===== config.mk =====
export PLATFORM = sky130hd
export DESIGN_NAME = motor_ramp_ctrl_flat
export DESIGN_NICKNAME = d
export VERILOG_FILES = /design/src/rtl/motor_ramp_ctrl_if.sv /design/src/rtl/motor_ramp_ctrl.sv /design/src/flat_wrapper.sv
export SDC_FILE = /design/constraint.sdc
export NUM_CORES = 1
export LEC_CHECK = 0
export ABC_AREA = 1
export ABC_CLOCK_PERIOD_IN_PS = 2400
export CAP_MARGIN = 25
export CORE_MARGIN = 5
export CORE_UTILIZATION = 55
export CTS_BUF_LIST = sky130_fd_sc_hd__clkbuf_4 sky130_fd_sc_hd__clkbuf_8
export DETAILED_ROUTE_END_ITERATION = 7
export PLACE_DENSITY = 0.78
export SLEW_MARGIN = 20
export SYNTH_ARGS = -nofsm -noshare
export SYNTH_HDL_FRONTEND = slang
export SYNTH_SLANG_ARGS = --single-unit

===== constraint.sdc =====
create_clock -name clk -period 2.4 [get_ports clk]
set_clock_uncertainty 0.15 [all_clocks]
set_input_delay 0.36 -clock clk [delete_from_list [all_inputs] [get_ports clk]]
set_output_delay 0.36 -clock clk [all_outputs]
set_load 0.05 [all_outputs]

===== src/rtl/motor_ramp_ctrl_if.sv =====
`default_nettype none
// ============================================================================
// Module      : motor_ramp_ctrl_if
// Description : Signal bundle between the command logic (master) and the
//               motor ramp sequencer (slave).
//                 start     - level run request (master -> slave)
//                 target    - requested 2-bit speed code (master -> slave)
//                 estop     - emergency stop (master -> slave, RAMP_ESTOP_EN)
//                 speed     - speed code to the PWM block (slave -> master)
//                 motor_en  - PWM output gate (slave -> master)
//                 busy      - ramping or stopping (slave -> master)
//                 at_target - running at the requested speed (slave -> master)
//                 fault     - latched emergency stop (slave -> master,
//                             RAMP_ESTOP_EN)
//               Optional feature macro: RAMP_ESTOP_EN
// Revision    : 1.0 - initial release
// ============================================================================
interface motor_ramp_ctrl_if;
    logic       start;
    logic [1:0] target;
    logic [1:0] speed;
    logic       motor_en;
    logic       busy;
    logic       at_target;
`ifdef RAMP_ESTOP_EN
    logic       estop;
    logic       fault;

    modport master (
        output start,
        output target,
        output estop,
        input  speed,
        input  motor_en,
        input  busy,
        input  at_target,
        input  fault
    );

    modport slave (
        input  start,
        input  target,
        input  estop,
        output speed,
        output motor_en,
        output busy,
        output at_target,
        output fault
    );
`else
    modport master (
        output start,
        output target,
        input  speed,
        input  motor_en,
        input  busy,
        input  at_target
    );

    modport slave (
        input  start,
        input  target,
        output speed,
        output motor_en,
        output busy,
        output at_target
    );
`endif
endinterface : motor_ramp_ctrl_if
`default_nettype wire


===== src/rtl/motor_ramp_ctrl.sv =====
`default_nettype none
// ============================================================================
// Module      : motor_ramp_ctrl
// Description : Soft-start / soft-stop sequencer for the motor PWM block.
//               Moves the 2-bit speed code one step at a time toward the
//               requested target, holding every step for STEP_CYCLES clocks,
//               and gates the PWM output off when idle.
// Ports       : clk    - system clock, rising edge
//               rst_n  - asynchronous active-low reset
//               bus    - motor_ramp_ctrl_if.slave
//                        (start/target/estop in; speed/motor_en/busy/
//                         at_target/fault out)
// Parameters  : STEP_CYCLES - dwell per speed step in clocks (2..65536)
// Options     : RAMP_ESTOP_EN - adds the estop input and latched fault output
// Revision    : 1.0 - initial release
// ============================================================================
module motor_ramp_ctrl #(
    parameter int STEP_CYCLES = 1024
) (
    input  wire logic          clk,
    input  wire logic          rst_n,
    motor_ramp_ctrl_if.slave   bus
);

    // ------------------------------------------------------------------------
    // Constants
    // ------------------------------------------------------------------------
    localparam int               CNT_W      = $clog2(STEP_CYCLES);
    localparam logic [CNT_W-1:0] CNT_RELOAD = CNT_W'(STEP_CYCLES - 1);
    localparam logic [CNT_W-1:0] CNT_ZERO   = '0;

    typedef enum logic [1:0] {
        ST_IDLE = 2'd0,
        ST_RAMP = 2'd1,
        ST_RUN  = 2'd2,
        ST_STOP = 2'd3
    } state_t;

    // ------------------------------------------------------------------------
    // State
    // ------------------------------------------------------------------------
    state_t           state_q,     state_d;
    logic [1:0]       speed_q,     speed_d;
    logic [CNT_W-1:0] cnt_q,       cnt_d;
    logic             motor_en_q,  motor_en_d;
    logic             busy_q,      busy_d;
    logic             at_target_q, at_target_d;
`ifdef RAMP_ESTOP_EN
    logic             fault_q,     fault_d;
`endif

    logic             w_expiry;
    logic             w_start_ok;
    logic [1:0]       w_step_speed;

    assign w_expiry = (cnt_q == CNT_ZERO);

    // A latched fault masks the run request until it has been cleared.
`ifdef RAMP_ESTOP_EN
    assign w_start_ok = bus.start & ~fault_q;
`else
    assign w_start_ok = bus.start;
`endif

    // One step toward the target; only used when speed differs from target,
    // so the +1/-1 can never wrap.
    assign w_step_speed = (bus.target > speed_q) ? (speed_q + 2'd1)
                                                 : (speed_q - 2'd1);

    // ------------------------------------------------------------------------
    // Next-state and output logic
    // ------------------------------------------------------------------------
    always_comb begin
        state_d  = state_q;
        speed_d  = speed_q;
        cnt_d    = cnt_q;
`ifdef RAMP_ESTOP_EN
        fault_d  = fault_q;
`endif

        // The dwell counter free-runs outside IDLE; individual transitions
        // below override it with a reload where a fresh dwell is needed.
        if (state_q != ST_IDLE) begin
            cnt_d = w_expiry ? CNT_RELOAD : (cnt_q - 1'b1);
        end

        case (state_q)
            ST_IDLE: begin
                if (w_start_ok) begin
                    state_d = ST_RAMP;
                    speed_d = 2'd0;
                    cnt_d   = CNT_RELOAD;
                end
            end

            ST_RAMP: begin
                // Dropping the request aborts the ramp but keeps the dwell
                // phase, so the current step still gets its full time.
                if (!bus.start) begin
                    state_d = ST_STOP;
                end else if (speed_q == bus.target) begin
                    state_d = ST_RUN;
                end else if (w_expiry) begin
                    speed_d = w_step_speed;
                    if (w_step_speed == bus.target) begin
                        state_d = ST_RUN;
                    end
                end
            end

            ST_RUN: begin
                if (!bus.start) begin
                    state_d = ST_STOP;
                    cnt_d   = CNT_RELOAD;
                end else if (speed_q != bus.target) begin
                    state_d = ST_RAMP;
                    cnt_d   = CNT_RELOAD;
                end
            end

            ST_STOP: begin
                // Speed 0 is also held for a full dwell before the gate
                // closes, so the motor always sees a complete 25 % step.
                if (bus.start) begin
                    state_d = ST_RAMP;
                end else if (w_expiry) begin
                    if (speed_q != 2'd0) begin
                        speed_d = speed_q - 2'd1;
                    end else begin
                        state_d = ST_IDLE;
                        cnt_d   = CNT_ZERO;
                    end
                end
            end

            default: begin
                state_d = ST_IDLE;
                speed_d = 2'd0;
                cnt_d   = CNT_ZERO;
            end
        endcase

`ifdef RAMP_ESTOP_EN
        // Emergency stop overrides everything decided above.
        if (bus.estop) begin
            state_d = ST_IDLE;
            speed_d = 2'd0;
            cnt_d   = CNT_ZERO;
            fault_d = 1'b1;
        end else if (fault_q && !bus.start) begin
            fault_d = 1'b0;
        end
`endif

        // Status outputs are registered copies of the next state.
        motor_en_d  = (state_d != ST_IDLE);
        busy_d      = (state_d == ST_RAMP) || (state_d == ST_STOP);
        at_target_d = (state_d == ST_RUN);
    end

    // ------------------------------------------------------------------------
    // Registers
    // ------------------------------------------------------------------------
    always_ff @(posedge clk or negedge rst_n) begin
        if (!rst_n) begin
            state_q     <= ST_IDLE;
            speed_q     <= 2'd0;
            cnt_q       <= CNT_ZERO;
            motor_en_q  <= 1'b0;
            busy_q      <= 1'b0;
            at_target_q <= 1'b0;
`ifdef RAMP_ESTOP_EN
            fault_q     <= 1'b0;
`endif
        end else begin
            state_q     <= state_d;
            speed_q     <= speed_d;
            cnt_q       <= cnt_d;
            motor_en_q  <= motor_en_d;
            busy_q      <= busy_d;
            at_target_q <= at_target_d;
`ifdef RAMP_ESTOP_EN
            fault_q     <= fault_d;
`endif
        end
    end

    // ------------------------------------------------------------------------
    // Outputs
    // ------------------------------------------------------------------------
    assign bus.speed     = speed_q;
    assign bus.motor_en  = motor_en_q;
    assign bus.busy      = busy_q;
    assign bus.at_target = at_target_q;
`ifdef RAMP_ESTOP_EN
    assign bus.fault     = fault_q;
`endif

endmodule : motor_ramp_ctrl
`default_nettype wire


===== src/flat_wrapper.sv =====
// flat-port wrapper written by rule: the top's interface ports become plain ports
module motor_ramp_ctrl_flat 
#(
    parameter int STEP_CYCLES = 1024
)
  (clk, rst_n, bus_start, bus_target, bus_speed, bus_motor_en, bus_busy, bus_at_target);
  motor_ramp_ctrl_if bus_i ();
  input  wire logic clk;
  input  wire logic rst_n;
  input wire logic [$bits(bus_i.start)-1:0] bus_start;
  input wire logic [$bits(bus_i.target)-1:0] bus_target;
  output wire logic [$bits(bus_i.speed)-1:0] bus_speed;
  output wire logic [$bits(bus_i.motor_en)-1:0] bus_motor_en;
  output wire logic [$bits(bus_i.busy)-1:0] bus_busy;
  output wire logic [$bits(bus_i.at_target)-1:0] bus_at_target;
  assign bus_i.start = bus_start;
  assign bus_i.target = bus_target;
  assign bus_speed = bus_i.speed;
  assign bus_motor_en = bus_i.motor_en;
  assign bus_busy = bus_i.busy;
  assign bus_at_target = bus_i.at_target;
  motor_ramp_ctrl #(.STEP_CYCLES(STEP_CYCLES)) u_core (.clk(clk), .rst_n(rst_n), .bus(bus_i));
endmodule

# Word level (Yosys, flattened, before mapping)
# Cells that the tools add are included.
classes:
  reduce_logical: 8
  magnitude_cmp: 1
  mux: 29
  n_addsub: 3
  n_eq_ne: 16
ops:
  columns: ["op", "n"]
  rows:
  - ["$mux 10", 8]
  - ["$mux 2", 18]
  - ["$pmux 10 s3", 1]
  - ["$logic_not 10->1", 1]
  - ["$sub 10x1->10 const B", 1]
  - ["$eq 2x2->1 const B", 4]
  - ["$ne 2x2->1 const B", 4]
  - ["$pmux 2 s4", 1]
  - ["$reduce_and 8->1", 1]
  - ["$ne 2x1->1 const B", 3]
  - ["$pmux 2 s3", 1]
  - ["$reduce_bool 2->1", 3]
  - ["$eq 2x1->1 const B", 2]
  - ["$eq 2x2->1", 2]
  - ["$reduce_bool 3->1", 1]
  - ["$add 2x1->2 const B", 1]
  - ["$gt 2x2->1", 1]
  - ["$logic_not 2->1", 1]
  - ["$ne 2x2->1", 1]
  - ["$sub 2x1->2 const B", 1]
  - ["$logic_or 1x1->1", 1]
word_totals:
  elab_cells: 63
  output_inout_bits: 5
  input_bits: 5
  reg_bits: 17

# Depth between registers and ports, before layout
# Gate-level depths: netlist of run 1.
depth:
  depth_word: 10
  ltp_mapped: 14
  ltp_nobuf: 14

# Worst setup path after synthesis of run 1
# No wires, ideal clock.
synth_path:
  path_type: "register to register"
  from: "register u_core.speed_q[1] (netlist: u_core.bus.speed[1])"
  to: "register u_core.cnt_q[7]"
  slack_ps: 319
  stages_incl_launch_ff: 10
  synth_period_minus_slack_ps: 2081
  arrival_time_ps: 1805
  required_ps: 2124
  cell_sequence: "dfrtp_1 > inv_1 > ha_1 > nand2_1 > o21ai_2 > nand2_2 > a21oi_4 > inv_2 > a21oi_1 > a21oi_1"
synth_via:
  elab_chain_cells: 5
synth_lines:
  columns: ["item", "line", "text"]
  rows:
  - ["from (decl)", "motor_ramp_ctrl.sv:43", "logic [1:0] speed_q, speed_d;"]
  - ["from (signal assigned)", "motor_ramp_ctrl.sv:177", "speed_q <= speed_d;"]
  - ["$reduce_bool 2->1", "motor_ramp_ctrl.sv:127", "if (speed_q != 2'd0) begin"]
  - ["$mux 10", "motor_ramp_ctrl.sv:127", null]
  - ["$mux 10", "motor_ramp_ctrl.sv:126", "end else if (w_expiry) begin"]
  - ["$mux 10", "motor_ramp_ctrl.sv:124", "if (bus.start) begin"]
  - ["$pmux 10 s3 (*)", "motor_ramp_ctrl.sv:87", "case (state_q)"]
  - ["net u_core.cnt_d[7]", "motor_ramp_ctrl.sv:44", "logic [CNT_W-1:0] cnt_q, cnt_d;"]
  - ["to (signal assigned)", "motor_ramp_ctrl.sv:178", "cnt_q <= cnt_d;"]
  - ["to (decl)", "motor_ramp_ctrl.sv:44", null]
# Mark *: on every way through the listed nets, which the timed path passes. The rest lies on a longest branch.
# A chain may end at the register's enable or synchronous reset.

# Worst setup path after layout of run 1
layout_path:
  from: "input bus_target[0]"
  to: "register u_core.cnt_q[7]"
layout_via:
  elab_chain_cells: 4
layout_lines:
  columns: ["item", "line", "text"]
  rows:
  - ["from (decl)", "flat_wrapper.sv:11", "input wire logic [$bits(bus_i.target)-1:0] bus_target;"]
  - ["$ne 2x2->1", "motor_ramp_ctrl.sv:115", "end else if (speed_q != bus.target) begin"]
  - ["$mux 10", "motor_ramp_ctrl.sv:115", null]
  - ["$mux 10", "motor_ramp_ctrl.sv:112", "if (!bus.start) begin"]
  - ["$pmux 10 s3", "motor_ramp_ctrl.sv:87", null]
  - ["net u_core.cnt_d[7]", "motor_ramp_ctrl.sv:44", null]
# The timed path passes the listed nets, and every way through them passes these cells.

==> impl_results.md, run 1 <==
* Status: finished, final reports clean
* CTS buffer count at 3
* First-pass GRT wire length at between 4000 and 5000 um
* PwrDens at ~1200 nW/um2
* Initial core utilization at just under 60%
* Syn_nets at about 160
* Largest net degree at the start of global routing at 18
* Top delay family on crit path: compound AO/OA/AOI/OAI gates
* Sw frac at between 50% and 60%
* 1st-iter DRT viols at 25
* Drt drc at 0
* All-Layer GR Usage at roughly 17%
* Final #Nets at 172
* Clk pwr share at roughly a tenth
* CTS sink count at 17
* CP Cell Sequence: clkdlybuf4s50_1 > inv_1 > ha_1 > nand2_1 > o21ai_2 > nand2_2 > a21oi_4 > inv_2 > a21oi_1 > a21oi_1
* Reg power frac at about 28%
* Register area share after synthesis at 36.0%
* Total grt overflow at 0
* GPL Wtd Cong at just over 0.8
* PnR worst setup slack at around 360 ps
* Crit Path Class: in2reg
* Synth Register Bits at 17
* CP Buf/Inv Count at 3
* Data required time at the worst endpoint at approximately 2400 ps
* Post-CTS Hold Buffers at 0
* Setup crit end kind: flip-flop
* Setup bufs post-CTS at 0
* Synth Instances at around 150
* Tcrit/Tclk final at roughly 85%
* RSZ-0062 raised after global routing: false
* Max Slew Vio Count at 0
* Final Cell Area at 1330 um2
* Hold Vio Cnt, Final at 0
* Most common cell after layout, fill and taps aside: nand2_1
* Post-synth top area cell: dfrtp_1
* Yosys cell types at 29
* Slew @ Worst Pin at approximately 750 ps
* Worst rel slew slack at 50.2%
* Worst Hold Class: in2async
* Chip height at around 56 um
* Row cnt at 16
* Gate power share at around three fifths
* CTS root buffer: clkbuf_4
* Slowest CP cell: clkdlybuf4s50_1
* H-tree level count at 1
* Most frequent cells in the layout: nand2_1 (30), inv_1 (24), dfrtp_1 (17), nand3_1 (12)
* Clk slew on worst S/H paths at ~110 ps
* WP data arrival at around 2100 ps
* Io pins at 10
* Pre-Repair DR Iteration Count at 4
* Area Growth Syn to Fin at 12.8%
* Final setup fails at 0
* DR WL/cell at around 13 um
* Max-cap violations at 0
* CTS Buffer Depth at 2
* Cell mode on critical path: a21oi_1
* Fin crit period at around 2000 ps
* Post-DP Area at 1310 um2
* Max Clk Rate at 491 MHz
* Top cell type's share of synthesized area at between 30% and 40%
* Die Width at between 50 and 60 um
* Final ANT Viol Nets at 0
* P_leak at 0.636 nW
* Post-place setup slack at 66.6 ps
* Syn_area_per_cell at just under 8 um2
* Layout cells sized above 1 at between 10% and 20%
* Net switching power at 841 uW
* Routed wire length at between 2000 and 2500 um
* CTS tree: yes
* DR vias/cell at ~5.3
* Number of global-route vias before repair at between 1k and 1.5k
* Post-CTS Resized at 0
* Ys Warns at 0
* Worst path max stage delay at around 450 ps
* Detailed-route via count at just over 1k
* Mapped cell area at 1180 um2
* I/O Buffers at 9
* Worst-skew pair later-pin latency at about 300 ps
* CP Launch Type: input pin
* Ant diodes at 0
* VDD IR-drop max at approximately 0.00084 V
* Core ar. at around 2000 um2
* Top cells by area, synth: dfrtp_1 (36%), nand2_1 (9.5%), inv_1 (7.6%), nand3_1 (5.1%), ha_1 (4.2%)
* Die footprint at between 3000 and 4000 um2
* Initial antenna violation count at 0
* Worst Path Max Fanout at 6
* Setup TNS at 0 ps
* Cell internal pwr at ~770 uW
* DP HPWL at 1950 um
[power by group through the flow]
stage,Combinational [mW],Sequential [mW],Clock (mW)
floorplan,0.652,0.570,0
global placement,0.963,0.453,0
CTS,1.00,0.451,0.169
global route,1.12,0.462,0.183
finish,0.999,0.451,0.165
detailed placement,0.998,0.456,0
[routing by layer]
layer  GRT usage, %  vias to the layer above  wire, um
li1               -                      511         -
met4           6.78                        0        29
met3           3.44                        5        68
met2           28.7                       12      1220
met5              0                        -         0
met1           21.7                      483      1110
[final timing paths]
path,start,endpoint,slack [ps],cells past startpoint
max in group asynchronous,rst_n,u_core.cnt_q[1]$_DFF_PN0_,1300,1
worst max-delay path,bus_target[0],u_core.cnt_q[7]$_DFF_PN0_,360,10
worst min-delay path,rst_n,u_core.cnt_q[7]$_DFF_PN0_,330,1
min in group clk,u_core.bus.speed[1]$_DFFE_PN0P_,u_core.bus.speed[1]$_DFFE_PN0P_,460,2
worst max register to register,u_core.cnt_q[0]$_DFF_PN0_,u_core.cnt_q[0]$_DFF_PN0_,400,9
worst min register to register,u_core.bus.speed[1]$_DFFE_PN0P_,u_core.bus.speed[1]$_DFFE_PN0P_,460,2
[kinds of logic after synthesis]
| group | share of synthesized area (%) |
|---|---|
| xor gates and xnor gates | 2.22 |
| adders and majority gates | 4.24 |
| DFF | 36.0 |
| and+or+nand+nor | 35.8 |
| AOI/OAI and AO/OA | 11.9 |
| buffers and inverters | 9.85 |
[per-stage QoR]
stage,util [%],hold slack [ps],total power [mW],std cells
after global placement,65.2,416,1.42,185
after floorplan,-,-85.6,1.22,149
after global routing,66.6,394,1.76,189
after detailed placement,65.2,427,1.45,185
after CTS,66.6,374,1.62,189
final,66.6,334,1.62,189
[registers in the layout, indices dropped and copies added (netlist names)]
register,count
u_core.bus.motor_en,1
u_core.cnt_q,10
u_core.bus.at_target,1
u_core.bus.speed,2
u_core.state_q,2
u_core.bus.busy,1
[cells in the mapped netlist]
cell and count:
nand2_1 30, inv_1 24, dfrtp_1 17, nand3_1 12, nor2_1 9, a21oi_1 8
inv_2 6, ha_1 4, nand2_2 4, nor2_2 3, nor2_4 3, o21ai_0 3
o21ai_1 3, a31oi_1 2, nand3_4 2, nand4_1 2, nor3_1 2, o211ai_1 2
o221ai_1 2, xor2_1 2, a21oi_4 1, clkinv_1 1, nand2_8 1, nand3_2 1
nand4_4 1, nor2_8 1, nor3_2 1, o21ai_2 1, xnor2_1 1
[area by class of cell]
cell class	instances	area, um2
Timing Repair Buffer	9	90.1
Multi-Input combinational cell	101	639
Fill cell	182	669
Clock inverter	1	5.00
Sequential cell	17	425
Tap cell	27	33.8
Clock buffer	3	22.5
Inverter	31	116
Power figures use the tool's default switching activity.
==> run 2: changes to the inputs <==
--- a/config.mk
+++ b/config.mk
@@ -6,13 +6,13 @@
 export NUM_CORES = 1
 export LEC_CHECK = 0
 export ABC_AREA = 1
-export ABC_CLOCK_PERIOD_IN_PS = 2400
+export ABC_CLOCK_PERIOD_IN_PS = 1700
 export CAP_MARGIN = 25
 export CORE_MARGIN = 5
-export CORE_UTILIZATION = 55
+export CORE_UTILIZATION = 53
 export CTS_BUF_LIST = sky130_fd_sc_hd__clkbuf_4 sky130_fd_sc_hd__clkbuf_8
 export DETAILED_ROUTE_END_ITERATION = 7
-export PLACE_DENSITY = 0.78
+export PLACE_DENSITY = 0.79
 export SLEW_MARGIN = 20
 export SYNTH_ARGS = -nofsm -noshare
 export SYNTH_HDL_FRONTEND = slang
==> constraint.sdc (replaced) <==
create_clock -name clk -period 1.7 [get_ports clk]
set_clock_uncertainty 0.15 [all_clocks]
set_input_delay 0.255 -clock clk [delete_from_list [all_inputs] [get_ports clk]]
set_output_delay 0.255 -clock clk [all_outputs]
set_load 0.05 [all_outputs]
==> run 2 against run 1 <==
Net effect:
- the run now ends with negative setup slack left
- sequential cell count did not move
- setup slack got worse by 450 ps
- highest routed layer unchanged
- largest cell class unchanged
- clock-buffer cell count rose by 1
==> impl_results.md, run 2 (synthesis results as in run 1) <==
* First-pass GRT wire length at 4930 um (+13%)
* Fill count at 138 (-24%)
* Clk slew on worst S/H paths at 100 ps (about the same)
* PwrDens at 1780 nW/um2 (+47%)
* Post-CTS Hold Buffers at 0 (unchanged)
* Slew @ Worst Pin at 261 ps (-484 ps)
* Max-cap violations at 0 (unchanged)
* Hold slack at 116 ps (-218 ps)
* RR Endpoint: u_core.bus.motor_en$_DFF_PN0_
* P_leak at 0.792 nW (+25%)
* Final ANT Viol Nets at 0 (unchanged)
* Most frequent cells in the layout: buf_4 (26), nand2_1 (22), inv_1 (17), dfrtp_1 (15), inv_2 (12)
* Dpl cells at 206 (+11%)
* Largest net degree at the start of global routing at 18 (unchanged)
* Number of global-route vias before repair at 1188 (+15%)
* R2R depth at 8 (-1)
* Chip height at 57.2 um (+1.5%)
* Initial core utilization at 54.4% (-4.6 points)
* Initial antenna violation count at 0 (unchanged)
* Violated checks: negative setup slack
* Row cnt at 17 (+1)
* Worst Path Max Fanout at 4 (-2)
* Fin crit period at about 1800 ps
* Ant diodes at 0 (unchanged)
* Final setup fails at 6 (+6)
* H-tree level count at 1 (unchanged)
* RSZ-0062 raised after global routing: true
* GPL Wtd Cong at 0.866 (+5.1%)
* Die Width at 57.2 um (+1.5%)
* 1st-iter DRT viols at 46 (+84%)
* Data required time at the worst endpoint at 1730 ps (-710 ps)
* Hold Vio Cnt, Final at 0 (unchanged)
* Tcrit/Tclk final at 105%
* Io pins at 10 (unchanged)
* Die footprint at 3270 um2 (+3.1%)
* Drt drc at 0 (unchanged)
* Worst rel slew slack at 82.6% (+32 points)
* PnR worst setup slack at -83.5 ps (-446 ps)
* Routed wire length at 3100 um (+28%)
* Max reg flops at 10 (unchanged)
* Pre-Repair DR Iteration Count at 4 (unchanged)
* CTS tree: yes
* Final core utilization at 78.5% (+12 points)
* CTS sink count at 17 (unchanged)
* Worst reg2reg path startpoint: u_core.cnt_q[4]$_DFF_PN0_
* R2r setup slk at -80 ps (-480 ps)
* Total grt overflow at 0 (unchanged)
* Core ar. at 2170 um2 (+8.4%)
* DP HPWL at 2060 um (+5.5%)
* VDD IR-drop max at 0.00132 V (+57%)
* Most common cell after layout, fill and taps aside: buf_4
* DR WL/cell at 14.5 um (+13%)
* Setup crit end kind: flip-flop
* CTS Buffer Depth at 2 (unchanged)
* Post-place setup slack at -386 ps (-452 ps)
* Area Growth Syn to Fin at 44.3%
* CP Launch Type: flip-flop
* Worst Hold Class: in2async
* DR vias/cell at 5.38 (+0.55%)
* Layout cells sized above 1 at 49.5% (+32 points)
* CTS buffer count at 3 (unchanged)
* Worst-skew pair later-pin latency at 300 ps (about the same)
* Max Clk Rate at 561 MHz
* Non-Filler Instances at 214 (+13%)
* Final #Nets at 196 (+14%)
* Detailed-route via count at 1151 (+14%)
* Crit Path Class: reg2reg
* Biggest register: u_core.cnt_q
* Status: finished, violations left
* Max Slew Vio Count at 0 (unchanged)
* I/O Buffers at 9 (unchanged)
* All-Layer GR Usage at 19.7% (+2.5 points)
* WP data arrival at 1820 ps (-260 ps)
* CTS root buffer: clkbuf_4
run 2: changes by cell type in the layout (fill, tap and decap cells not counted), moves of 5 or more:
cell,previous run,this run
inv_2,6,12
nand3_1,12,7
buf_4,0,26
inv_1,24,17
nand2_1,30,22
clkdlybuf4s50_1,9,2
nand2_2,4,10
run 2: per-stage QoR:
step                      setup TNS (ps)  cell area, um2  power [mW]
after floorplan                     -671            1250        1.85
after CTS                          -75.7            1610        2.81
after global placement             -4070            1530        2.33
after detailed placement           -4740            1530        2.40
final                               -173            1700        3.03
after global routing               -1460            1700        3.27
run 2: area by class of cell:
cell class              instances  area (um2)  area share [%]
multi-input cells             101         817            47.9
flip-flops and latches         17         428            25.1
repair buffers                 33         275            16.2
inverters                      31         119            6.98
well taps                      28        35.0            2.06
clock buffers                   4        30.0            1.76
run 2: what timing repair did:
action,CTS,global route
hold endpoints to repair,0,0
pin swaps,9,13
setup endpoints to repair,6,16
setup buffers,0,4
gates resized for setup,17,18
run 2: critical path, stage by stage (launching register included):
cell,delay [ps]
dfrtp_1,420
nor2_1,190
nand3_4,180
nor2_8,180
a21oi_1,80
a21oi_1,130
nand2_1,100
nand2_2,140
nand4_1,100
run 2: how the worst max path moves through the flow:
| stage | end | startpoint |
|---|---|---|
| final | u_core.bus.motor_en$_DFF_PN0_ | u_core.cnt_q[4]$_DFF_PN0_ |
| after global placement | u_core.state_q[0]$_DFF_PN0_ | bus_target[1] |
| after global routing | u_core.bus.motor_en$_DFF_PN0_ | u_core.bus.speed[1]$_DFFE_PN0P_ |
| after detailed placement | u_core.state_q[0]$_DFF_PN0_ | bus_target[1] |
| after CTS | u_core.bus.at_target$_DFF_PN0_ | u_core.bus.speed[1]$_DFFE_PN0P_ |
| after floorplan | u_core.bus.at_target$_DFF_PN0_ | u_core.bus.speed[1]$_DFFE_PN0P_ |
run 2: layer usage:
layer / vias to the layer above / GRT usage [%] / wire length, um
met1: 553 / 20.8 / 1130
met4: 0 / 13.6 / 154
met3: 13 / 3.62 / 145
met5: - / 0 / 0
li1: 556 / - / -
met2: 29 / 35.2 / 1680
run 2: report_power, final:
| group | switching, mW | internal [mW] | total [mW] |
|---|---|---|---|
| combinational | 1.27 | 0.858 | 2.13 |
| sequential | 0.110 | 0.549 | 0.660 |
| clock | 0.133 | 0.107 | 0.240 |
| total | 1.52 | 1.51 | 3.03 |
